**src/rtl/fir_seq_pkg.sv**
```systemverilog
// rtl/fir_seq_pkg.sv - shared state encoding and default parameters for the FIR sample sequencer
package fir_seq_pkg;

   typedef enum logic [2:0] {
      IDLE,
      WRITE,
      MAC,
      DRAIN,
      DONE
   } state_e;

   localparam int DEF_NUM_TAPS    = 32;
   localparam int DEF_MAC_LAT     = 2;
   localparam int DEF_SYNC_STAGES = 2;

endpackage

```
**src/rtl/sample_strobe_sync.sv**
```systemverilog
// rtl/sample_strobe_sync.sv - synchroniser and registered rising-edge detector for the codec strobe
module sample_strobe_sync
   import fir_seq_pkg::*;
#(
   parameter int SYNC_STAGES = DEF_SYNC_STAGES
) (
   input  logic clk_i,
   input  logic rst_ni,
   input  logic sample_strb_i,
   output logic strb_p_o
);

   logic [SYNC_STAGES-1:0] chain;
   logic                   sync_d;

   // The pulse is registered, so it appears SYNC_STAGES+1 cycles after the strobe is first seen.
   always_ff @(posedge clk_i or negedge rst_ni) begin
      if (!rst_ni) begin
         chain    <= '0;
         sync_d   <= 1'b0;
         strb_p_o <= 1'b0;
      end else begin
         chain    <= {chain[SYNC_STAGES-2:0], sample_strb_i};
         sync_d   <= chain[SYNC_STAGES-1];
         strb_p_o <= chain[SYNC_STAGES-1] & ~sync_d;
      end
   end

endmodule

```
**src/rtl/fir_sample_sequencer.sv**
```systemverilog
// rtl/fir_sample_sequencer.sv - per-sample write and symmetric MAC address sequencer for a folded FIR
module fir_sample_sequencer
   import fir_seq_pkg::*;
#(
   parameter int NUM_TAPS    = DEF_NUM_TAPS,
   parameter int ADDR_W      = $clog2(NUM_TAPS),
   parameter int MAC_LAT     = DEF_MAC_LAT,
   parameter int SYNC_STAGES = DEF_SYNC_STAGES
) (
   input  logic              clk_i,
   input  logic              rst_ni,
   input  logic              sample_strb_i,
   input  logic              enable_i,
   input  logic              clr_overrun_i,
   output logic              wr_en_o,
   output logic [ADDR_W-1:0] wr_addr_o,
   output logic [ADDR_W-1:0] rd_a_addr_o,
   output logic [ADDR_W-1:0] rd_b_addr_o,
   output logic [ADDR_W-2:0] coef_addr_o,
   output logic              mac_clr_o,
   output logic              mac_en_o,
   output logic              out_valid_o,
   output logic              busy_o,
   output logic              overrun_o
);

   localparam int K_W = ADDR_W - 1;
   localparam int D_W = $clog2(MAC_LAT + 1);
   localparam logic [ADDR_W-1:0] A_ONE  = ADDR_W'(1);
   localparam logic [K_W-1:0]    K_ONE  = K_W'(1);
   localparam logic [K_W-1:0]    K_LAST = K_W'(NUM_TAPS / 2 - 1);
   localparam logic [D_W-1:0]    D_ONE  = D_W'(1);
   localparam logic [D_W-1:0]    D_LAST = D_W'(MAC_LAT - 1);

   state_e            state, state_n;
   logic [ADDR_W-1:0] wp, wp_n;
   logic [K_W-1:0]    k, k_n;
   logic [D_W-1:0]    drain, drain_n;
   logic              strb_p;

   logic              wr_en_n, mac_clr_n, mac_en_n, out_valid_n, busy_n, overrun_n;
   logic [ADDR_W-1:0] wr_addr_n, rd_a_n, rd_b_n;
   logic [K_W-1:0]    coef_n;

   sample_strobe_sync #(
      .SYNC_STAGES(SYNC_STAGES)
   ) u_sync (
      .clk_i        (clk_i),
      .rst_ni       (rst_ni),
      .sample_strb_i(sample_strb_i),
      .strb_p_o     (strb_p)
   );

   always_comb begin
      state_n = state;
      wp_n    = wp;
      k_n     = k;
      drain_n = drain;
      case (state)
         IDLE:  if (strb_p && enable_i) state_n = WRITE;
         WRITE: begin
            state_n = MAC;
            wp_n    = wp + A_ONE;
            k_n     = '0;
         end
         MAC: begin
            if (k == K_LAST) begin
               state_n = DRAIN;
               drain_n = '0;
            end else begin
               k_n = k + K_ONE;
            end
         end
         DRAIN: begin
            if (drain == D_LAST) state_n = DONE;
            else                 drain_n = drain + D_ONE;
         end
         DONE:    state_n = IDLE;
         default: state_n = IDLE;
      endcase
   end

   // Outputs are decoded from the next state/pointer so the registered copies line up with state.
   always_comb begin
      wr_en_n     = (state_n == WRITE);
      mac_clr_n   = wr_en_n;
      wr_addr_n   = wr_en_n ? (wp + A_ONE) : '0;
      mac_en_n    = (state_n == MAC);
      rd_a_n      = mac_en_n ? (wp_n - ADDR_W'(k_n)) : '0;
      rd_b_n      = mac_en_n ? (wp_n + A_ONE + ADDR_W'(k_n)) : '0;
      coef_n      = mac_en_n ? k_n : '0;
      out_valid_n = (state_n == DONE);
      busy_n      = (state_n != IDLE);
      overrun_n   = overrun_o;
      if (strb_p && (state != IDLE)) overrun_n = 1'b1;
      else if (clr_overrun_i)        overrun_n = 1'b0;
   end

   always_ff @(posedge clk_i or negedge rst_ni) begin
      if (!rst_ni) begin
         state       <= IDLE;
         wp          <= '0;
         k           <= '0;
         drain       <= '0;
         wr_en_o     <= 1'b0;
         wr_addr_o   <= '0;
         rd_a_addr_o <= '0;
         rd_b_addr_o <= '0;
         coef_addr_o <= '0;
         mac_clr_o   <= 1'b0;
         mac_en_o    <= 1'b0;
         out_valid_o <= 1'b0;
         busy_o      <= 1'b0;
         overrun_o   <= 1'b0;
      end else begin
         state       <= state_n;
         wp          <= wp_n;
         k           <= k_n;
         drain       <= drain_n;
         wr_en_o     <= wr_en_n;
         wr_addr_o   <= wr_addr_n;
         rd_a_addr_o <= rd_a_n;
         rd_b_addr_o <= rd_b_n;
         coef_addr_o <= coef_n;
         mac_clr_o   <= mac_clr_n;
         mac_en_o    <= mac_en_n;
         out_valid_o <= out_valid_n;
         busy_o      <= busy_n;
         overrun_o   <= overrun_n;
      end
   end

endmodule

```
**config.mk**
```make
export PLATFORM = sky130hd
export DESIGN_NAME = fir_sample_sequencer
export DESIGN_NICKNAME = d
export VERILOG_FILES = /design/src/rtl/fir_seq_pkg.sv /design/src/rtl/sample_strobe_sync.sv /design/src/rtl/fir_sample_sequencer.sv
export SDC_FILE = /design/constraint.sdc
export NUM_CORES = 1
export LEC_CHECK = 0
export CORE_UTILIZATION = 53
export DETAILED_ROUTE_END_ITERATION = 8
export HOLD_SLACK_MARGIN = 0.15
export PLACE_DENSITY = 0.79
export SLEW_MARGIN = 30
export SYNTH_ARGS = -nofsm -noshare
export SYNTH_HDL_FRONTEND = slang
export SYNTH_SLANG_ARGS = --single-unit
```
**constraint.sdc**
```tcl
create_clock -name clk_i -period 3.5 [get_ports clk_i]
set_clock_uncertainty 0.05 [all_clocks]
set_input_delay 0.525 -clock clk_i [delete_from_list [all_inputs] [get_ports clk_i]]
set_output_delay 0.525 -clock clk_i [all_outputs]
set_load 0.1 [all_outputs]
```
==> load_flow_metrics.sql <==
INSERT INTO impl_metrics (metric_group, metric, value, unit) VALUES
('floorplan', 'dieWidth', '62.28', 'microns'),
('clocking', 'cts_inserted_buffers', '5', ''),
('timing', 'tns', '0', 'ns'),
('layout', 'insertedDiodeCount', '0', ''),
('timing', 'grt_setup_unrepaired', 'false', ''),
('timing', 'slew_viol_final', '0', ''),
('setup_path', 'worst_ep_required_time', '3.69', 'ns'),
('setup_path', 'worstSetupPathType', 'register to register', ''),
('drt', 'initialDrtViolationCount', '101', ''),
('clocking', 'path_clk_slew', '0.13', 'ns'),
('setup_path', 'timing.critical_path.to_type', 'register', ''),
('setup_path', 'startpoint_type', 'register', ''),
('clocking', 'h-tree-depth', '2', ''),
('timing', 'hold_violations', '0', ''),
('synthesis', 'ys_top_cells_by_count', 'sky130_fd_sc_hd__dfrtp_1, sky130_fd_sc_hd__inv_1, sky130_fd_sc_hd__nand2_1, sky130_fd_sc_hd__nor2_1, sky130_fd_sc_hd__ha_1', ''),
('synthesis', 'post-synth-top-area-cell', 'sky130_fd_sc_hd__dfrtp_1', ''),
('drt', 'routed-via-count', '1412', ''),
('min_path', 'hold_end', 'u_sync.chain[1]', ''),
('min_path', 'timing.hold.worst.class', 'register to register', ''),
('status', 'run_status', 'completed', ''),
('synthesis', 'synth.area.top_cells', 'sky130_fd_sc_hd__dfrtp_1, sky130_fd_sc_hd__ha_1, sky130_fd_sc_hd__inv_1', ''),
('clocking', 'clockBufferDepth', '2', ''),
('setup_path', 'timing.rr.end', 'rd_a_addr_o[4]', ''),
('global_route', 'grt_start_max_net_pins', '43', ''),
('floorplan', 'floorplan.io_pins', '30', ''),
('synthesis', 'postSynthRegisterBits', '42', ''),
('setup_path', 'critical_path.cell_chain', 'or3b_2, nor3_1, a311o_1, ha_1, inv_1, fa_1, nor2b_1, o21ai_0, a221o_1, o21ai_0', ''),
('timing', 'slew-limit-headroom', '0.3312', ''),
('synthesis', 'synth_edf_count', '0', ''),
('floorplan', 'floorplan.initialDensity', '0.5637', ''),
('floorplan', 'floorplan.rows', '21', ''),
('layout', 'area.growth.synth_to_final', '21.96', '%'),
('synthesis', 'ys_warn_count', '0', ''),
('global_route', 'global_route.overflow_total', '0', ''),
('synthesis', 'dominantRegCellSynth', 'sky130_fd_sc_hd__dfrtp_1', ''),
('clocking', 'tritoncts', 'built', ''),
('drt', 'drc', '0', ''),
('synthesis', 'synth_area_in_adders', '0.08577', ''),
('synthesis', 'post_synth_and_or_nand_nor_area_fraction', '0.1754', ''),
('drt', 'drt_pass1_iterations', '4', ''),
('setup_path', 'ff2ff_path_depth', '10', ''),
('synthesis', 'xor_xnor_cell_area_share_of_the_yosys_netlist', '0.03184', ''),
('synthesis', 'syn_inst', '178', ''),
('synthesis', 'syn_area_per_cell', '10.82', 'sq um'),
('synthesis', 'synthMostInstantiatedCell', 'sky130_fd_sc_hd__dfrtp_1', ''),
('setup_path', 'critPathSlowestCell', 'sky130_fd_sc_hd__dfrtp_1', ''),
('placed_design', 'place_worst_setup_slack', '0.5158', 'ns'),
('timing', 'tightest_slew', '1.000', 'ns'),
('global_route', 'global_route_wire_length_before_repair', '6548', 'microns'),
('layout', 'finish.instance_area', '2349', 'sq um'),
('synthesis', 'synth_sequential_area_ratio', '0.5458', ''),
('timing', 'period_share', '0.8650', ''),
('layout', 'nNetsFinal', '228', ''),
('synthesis', 'synth_fp_nets', '195', ''),
('timing', 'number_of_endpoints_failing_setup_at_the_final_stage', '0', ''),
('clocking', 'clock_insertion_delay_worst_skew', '0.36', 'ns'),
('global_route', 'antenna_found_initial', '0', ''),
('clocking', 'cts_repair_resize_count', '0', ''),
('synthesis', 'synth_top_family_by_area', 'simple AND/OR/NAND/NOR gates', ''),
('synthesis', 'post_synth_instance_area', '1926', 'sq um'),
('global_route', 'grt.total_usage', '0.2181', ''),
('placed_design', 'detailed_place_hpwl', '2855', 'microns'),
('layout', 'n_fill_cell', '277', ''),
('drt', 'drt-vias-per-instance', '5.473', ''),
('placed_design', 'gpl.final_weighted_congestion', '0.8228', ''),
('floorplan', 'floorplan.die_area', '3878', 'sq um'),
('setup_path', 'r2r_slack', '0.47', 'ns'),
('setup_path', 'timing.rr.start', 'state[2]', ''),
('timing', 'worst_slack', '0.4723', 'ns'),
('setup_path', 'critical-path-top-cell-by-count', 'sky130_fd_sc_hd__o21ai_0', ''),
('synthesis', 'synth-compound-area-share', '0.1059', '');
## registers in the layout, summed over array words and instances (netlist names), 3 cells and up
signal and count:
coef_addr_o 4, k 4, rd_a_addr_o 5, rd_b_addr_o 5, state 3, wp 5
wr_addr_o 5
## kinds of logic after synthesis
group / Yosys count
multiplexers: 2
flip-flops: 42
adder cells (fa/ha/maj): 12
AO/OA/AOI/OAI: 30
buffers and inverters: 22
XOR/XNOR: 7
AND/OR/NAND/NOR: 63
## worst max path at each step
stage / start / end / slack (ns) / cells past startpoint
floorplan: state[0] / rd_a_addr_o[4] / 0.84 / 11
global placement: state[1] / rd_b_addr_o[3] / 0.64 / 9
detailed placement: state[2] / rd_a_addr_o[4] / 0.52 / 10
CTS: k[0] / rd_b_addr_o[3] / 0.51 / 9
global route: k[0] / rd_b_addr_o[3] / 0.31 / 9
finish: state[2] / rd_a_addr_o[4] / 0.47 / 10
## layer usage
metal / up-vias / share of wire / GRT usage
li1: 670 / - / -
met3: 8 / 0.059 / 0.05882
met1: 681 / 0.44 / 0.2843
met4: 0 / 0.014 / 0.06105
met5: - / 0 / 0
met2: 53 / 0.48 / 0.3599
## cell type report
type	instances	area (sq um)	share of cell area
multi-input cells	114	788.3	0.3356
well taps	46	57.56	0.02451
clock buffers	6	41.29	0.01758
inverters	16	60.06	0.02557
repair buffers	32	312.8	0.1332
flip-flops and latches	42	1051	0.4475
clock inverters	2	37.54	0.01598
## worst max-delay path, delay by kind of cell (launching register included)
family	cells	cell delay (ns)
AND/OR/NAND/NOR	3	0.99
flip-flops	1	0.54
buffers and inverters	1	0.06
adder cells (fa/ha/maj)	2	0.57
AO/OA/AOI/OAI	4	0.71
## timing repair
item                      CTS  global route
hold buffers                0             1
hold endpoints to repair    0            42
buffers inserted            0             0
## cell usage in the layout, fill, tap and decap left out, drive strengths merged, types with 2 or more instances in the layout
master,synthesis,final
xor2,4,4
buf,1,3
nor3b,3,3
xnor2,3,3
a21oi,6,6
nor3,7,7
clkdlybuf4s50,0,28
nand2b,4,4
nor2,11,11
nor2b,6,6
a21o,2,2
and2,3,3
dfrtp,42,42
a311o,2,2
fa,2,2
inv,15,15
clkbuf,5,6
mux2i,2,2
o21ai,9,9
and3,2,2
or3b,2,2
nand2,14,14
ha,10,10
nand3,6,6
## through the flow
| stage | std cells | utilization | hold slack [ns] |
|---|---|---|---|
| floorplan | 178 | - | 0.1794 |
| global placement | 249 | 0.6608 | 0.2883 |
| detailed placement | 249 | 0.6608 | 0.2879 |
| CTS | 257 | 0.6839 | 0.2481 |
| global route | 258 | 0.6875 | 0.3244 |
| finish | 258 | 0.6875 | 0.3162 |
Power is left out: the tool's default activity adds up to more than one toggle a clock period on the data nets, which glitch-free logic cannot reach.
==> edit 1: new RTL, same flow settings <==
The output `mac_clr_o` loses its register stage (`mac_clr_o` becomes a continuous assignment).
--- a/src/rtl/fir_sample_sequencer.sv
+++ b/src/rtl/fir_sample_sequencer.sv
@@ -109,3 +109,2 @@
          coef_addr_o <= '0;
-         mac_clr_o   <= 1'b0;
          mac_en_o    <= 1'b0;
@@ -124,3 +123,2 @@
          coef_addr_o <= coef_n;
-         mac_clr_o   <= mac_clr_n;
          mac_en_o    <= mac_en_n;
@@ -132,2 +130,4 @@
 
+   assign mac_clr_o = mac_clr_n;
+
 endmodule
Behaviour: not the same (a bounded check fails within 4 cycles, from zero or initial values and one cycle with rst_ni low).
==> edit 1 against the unedited design <==
Die area down 0.37%. Worst setup slack better by 0.036 ns. Worst hold slack worse by 0.0062 ns. Via count up 0.92%. Wire length down 3.9%. Sequential cell count unchanged. Core utilization about the same. Synthesized area down 0.39%. Design area down 0.75%. Largest cell class unchanged.
Power is not shown: default switching activity piles up to over one toggle a cycle in this logic, so the estimate is an artifact.
==> edit 1: results (changes against the unedited design) <==
status -> completed
WL/cell -> 14.5 µm (-3.9%)
routed length on met1 -> 1.71 mm (-0.41%)
vias in the first global route -> 1416 (+0.93%)
first-pass GRT wire length -> 6.62 mm (+1.2%)
post-route cell area -> 2330 µm² (-0.75%)
met3 WL -> 200 µm (-13%)
Unique masters post-synth -> 41 (-2.4%)
fmax -> 334 MHz (+1.2%)
R2R Setup Slk -> 0.51 ns (+0.04 ns)
share of cells above drive strength 1 -> 0.0708 (+0.00943)
critical path data arrival time -> 3.19 ns (-0.03 ns)
Mapped Avg Cell Area -> 10.8 µm² (+0.17%)
pre-CTS setup slack -> 0.523 ns (+0.00751 ns)
net count after synthesis -> 194 (-0.51%)
Placer Congestion -> 0.877 (+6.6%)
vias per cell -> 5.52 (+0.92%)
Fillers -> 261 (-5.8%)
met2 wire length -> 1.77 mm (-6.2%)
Tot GR Track Use -> 0.221 (+0.00326)
sequential cell area fraction in the yosys report -> 0.548 (+0.00214)
hold slack -> 0.310 ns (-0.00616 ns)
synth top area cells -> dfrtp_1, ha_1, inv_1
hpwl dp -> 2.72 mm (-4.7%)
detailed-route wire length -> 3.74 mm (-3.9%)
M3 GR Usage -> 0.0607 (+0.00184)
Starting DRT DRC Count -> 91 (-9.9%)
Rel. slew slack -> 0.346 (+0.0150)
==> edit 1: changes by cell type after synthesis <==
cell and delta:
buf_4 -1
==> edit 1: logic make-up (layout without fill, tap and decap cells) <==
| family | count (synthesis) | in the layout | synth area share |
|---|---|---|---|
| multiplexers | 2 | 2 | 0.0104 |
| flip-flops | 42 | 42 | 0.548 |
| adder cells (fa/ha/maj) | 12 | 12 | 0.0861 |
| AND/OR/NAND/NOR | 63 | 63 | 0.176 |
| AO/OA/AOI/OAI | 30 | 30 | 0.106 |
| buffers and inverters | 21 | 56 | 0.0411 |
| XOR/XNOR | 7 | 7 | 0.0320 |
==> edit 1: cell type report <==
type,count,area share
multi-input cells,114,0.338
clock buffers,6,0.0220
repair buffers,32,0.133
well taps,46,0.0247
flip-flops and latches,42,0.451
inverters,16,0.0258
clock inverters,2,0.00537
==> edit 2: new RTL, same settings <==
Made on the original files. `DEF_SYNC_STAGES`: 2 -> 4.
--- a/src/rtl/fir_seq_pkg.sv
+++ b/src/rtl/fir_seq_pkg.sv
@@ -13,3 +13,3 @@
    localparam int DEF_MAC_LAT     = 2;
-   localparam int DEF_SYNC_STAGES = 2;
+   localparam int DEF_SYNC_STAGES = 4;
 
Function: changed (a bounded check fails within 10 cycles, from zero or initial values and one cycle with rst_ni low).
==> edit 2 against the unedited design <==
First-iteration DRC count fell by 18%. Sequential share of layout area rose by 0.82 points. Sequential cell count rose by 2. Worst setup slack got worse by 0.016 ns. Worst hold slack got worse by 0.16 ns. Wire length rose by 0.87%. Synthesized area rose by 2.8%. Design area rose by 2.9%. Non-clock buffer count fell by 2.
Power is left out: the tool's default activity adds up to more than one toggle a clock period on the data nets, which glitch-free logic cannot reach.
==> edit 2: results (changes against the unedited design) <==
pin count of the biggest net entering global routing -> 45 (+4.7%)
status -> completed
Tot GR Track Use -> 0.227 (+0.00845)
Syn. warnings -> 0 (unchanged)
Post-CTS Resized -> 0 (unchanged)
WL/cell -> 15.2 µm (+0.87%)
post-synthesis cell count -> 179 (+0.56%)
DRC Markers -> 0 (unchanged)
Least-Margin Pin Slew -> 1.01 ns (+0.00973 ns)
Final nets -> 228 (unchanged)
clk_lat worst skew -> 0.30 ns (-0.06 ns)
non-filler instance count after layout -> 258 (unchanged)
Post-DP Area -> 2310 µm² (+2.2%)
CP Max Fanout -> 13 (-1)
buffers added on ports -> 29 (unchanged)
M1 GR Usage -> 0.275 (-0.00935)
Unique masters post-synth -> 40 (-4.8%)
Slew Limit Fails -> 0 (unchanged)
synth top area cells -> dfrtp_1, ha_1, inv_1
critical path data arrival time -> 3.17 ns (-0.05 ns)
GR Util met2 -> 0.376 (+0.0165)
clock slew at reported path FFs -> 0.08 ns (-0.05 ns)
Synth top cells by count -> dfrtp_1, inv_1, nor2_1
Placed Cells -> 250 (+0.40%)
share of cells above drive strength 1 -> 0.0613 (unchanged)
met3 WL -> 207 µm (-10%)
vias in the first global route -> 1474 (+5.1%)
CTS root buf -> clkbuf_8
Starting DRT DRC Count -> 83 (-18%)
hpwl dp -> 2.83 mm (-0.95%)
highest routed layer -> met4
first-pass GRT wire length -> 6.77 mm (+3.4%)
clock buffer count from CTS -> 5 (unchanged)
Fillers -> 281 (+1.4%)
net count after synthesis -> 196 (+0.51%)
CP peak stage delay -> 0.58 ns (+0.04 ns)
CP top delay family -> simple AND/OR/NAND/NOR gates
M3 GR Usage -> 0.0634 (+0.00458)
met2 wire length -> 1.99 mm (+5.7%)
HP Class -> primary input to asynchronous set/reset pin
pre-CTS setup slack -> 0.480 ns (-0.0354 ns)
Placer Congestion -> 0.878 (+6.7%)
slowest cell on the critical path -> dfrtp_1
sequential cell area fraction in the yosys report -> 0.556 (+0.0104)
routed length on met1 -> 1.65 mm (-4.1%)
Post CTS Setup Buffer Count -> 0 (unchanged)
vias per cell -> 5.56 (+1.6%)
-- edit 2: cell types whose count changed after synthesis, moves of 2 or more --
cell / unedited run / this run
nand2_1: 14 / 10
a311o_1: 2 / 0
and2_1: 3 / 5
clkbuf_1: 5 / 3
dfrtp_1: 42 / 44
inv_1: 15 / 17
nand3b_1: 0 / 2
nor2_1: 11 / 13
nor2b_1: 6 / 4
-- edit 2: layout make-up --
cell class / instances / area (µm²) / share of cell area
Clock buffer: 6 / 72.6 / 0.0300
Tap cell: 46 / 57.6 / 0.0238
Clock inverter: 2 / 35.0 / 0.0145
Sequential cell: 44 / 1100 / 0.456
Multi-Input combinational cell: 113 / 791 / 0.327
Inverter: 17 / 63.8 / 0.0264
Timing Repair Buffer: 30 / 295 / 0.122
-- edit 2: cell families after synthesis --
group                      synth area share
DFF                                   0.556
muxes                                0.0107
adders and majority gates            0.0834
and+or+nand+nor                       0.172
AOI/OAI and AO/OA                     0.102
xor gates and xnor gates             0.0310
buffers and inverters                0.0442
-- edit 2: worst paths after layout --
check	from	end	slack (ns)	cells past startpoint
setup / recovery	state[1]$_DFF_PN0_	rd_a_addr_o[4]$_DFF_PN0_	0.46	10
hold / removal	rst_ni	u_sync.sync_d$_DFF_PN0_	0.15	1
setup reg to reg	state[1]$_DFF_PN0_	rd_a_addr_o[4]$_DFF_PN0_	0.46	10
hold reg to reg	u_sync.chain[2]$_DFF_PN0_	u_sync.chain[3]$_DFF_PN0_	0.30	0
max in group asynchronous	rst_ni	rd_b_addr_o[1]$_DFF_PN0_	2.87	1
min in group clk_i	u_sync.chain[2]$_DFF_PN0_	u_sync.chain[3]$_DFF_PN0_	0.30	0
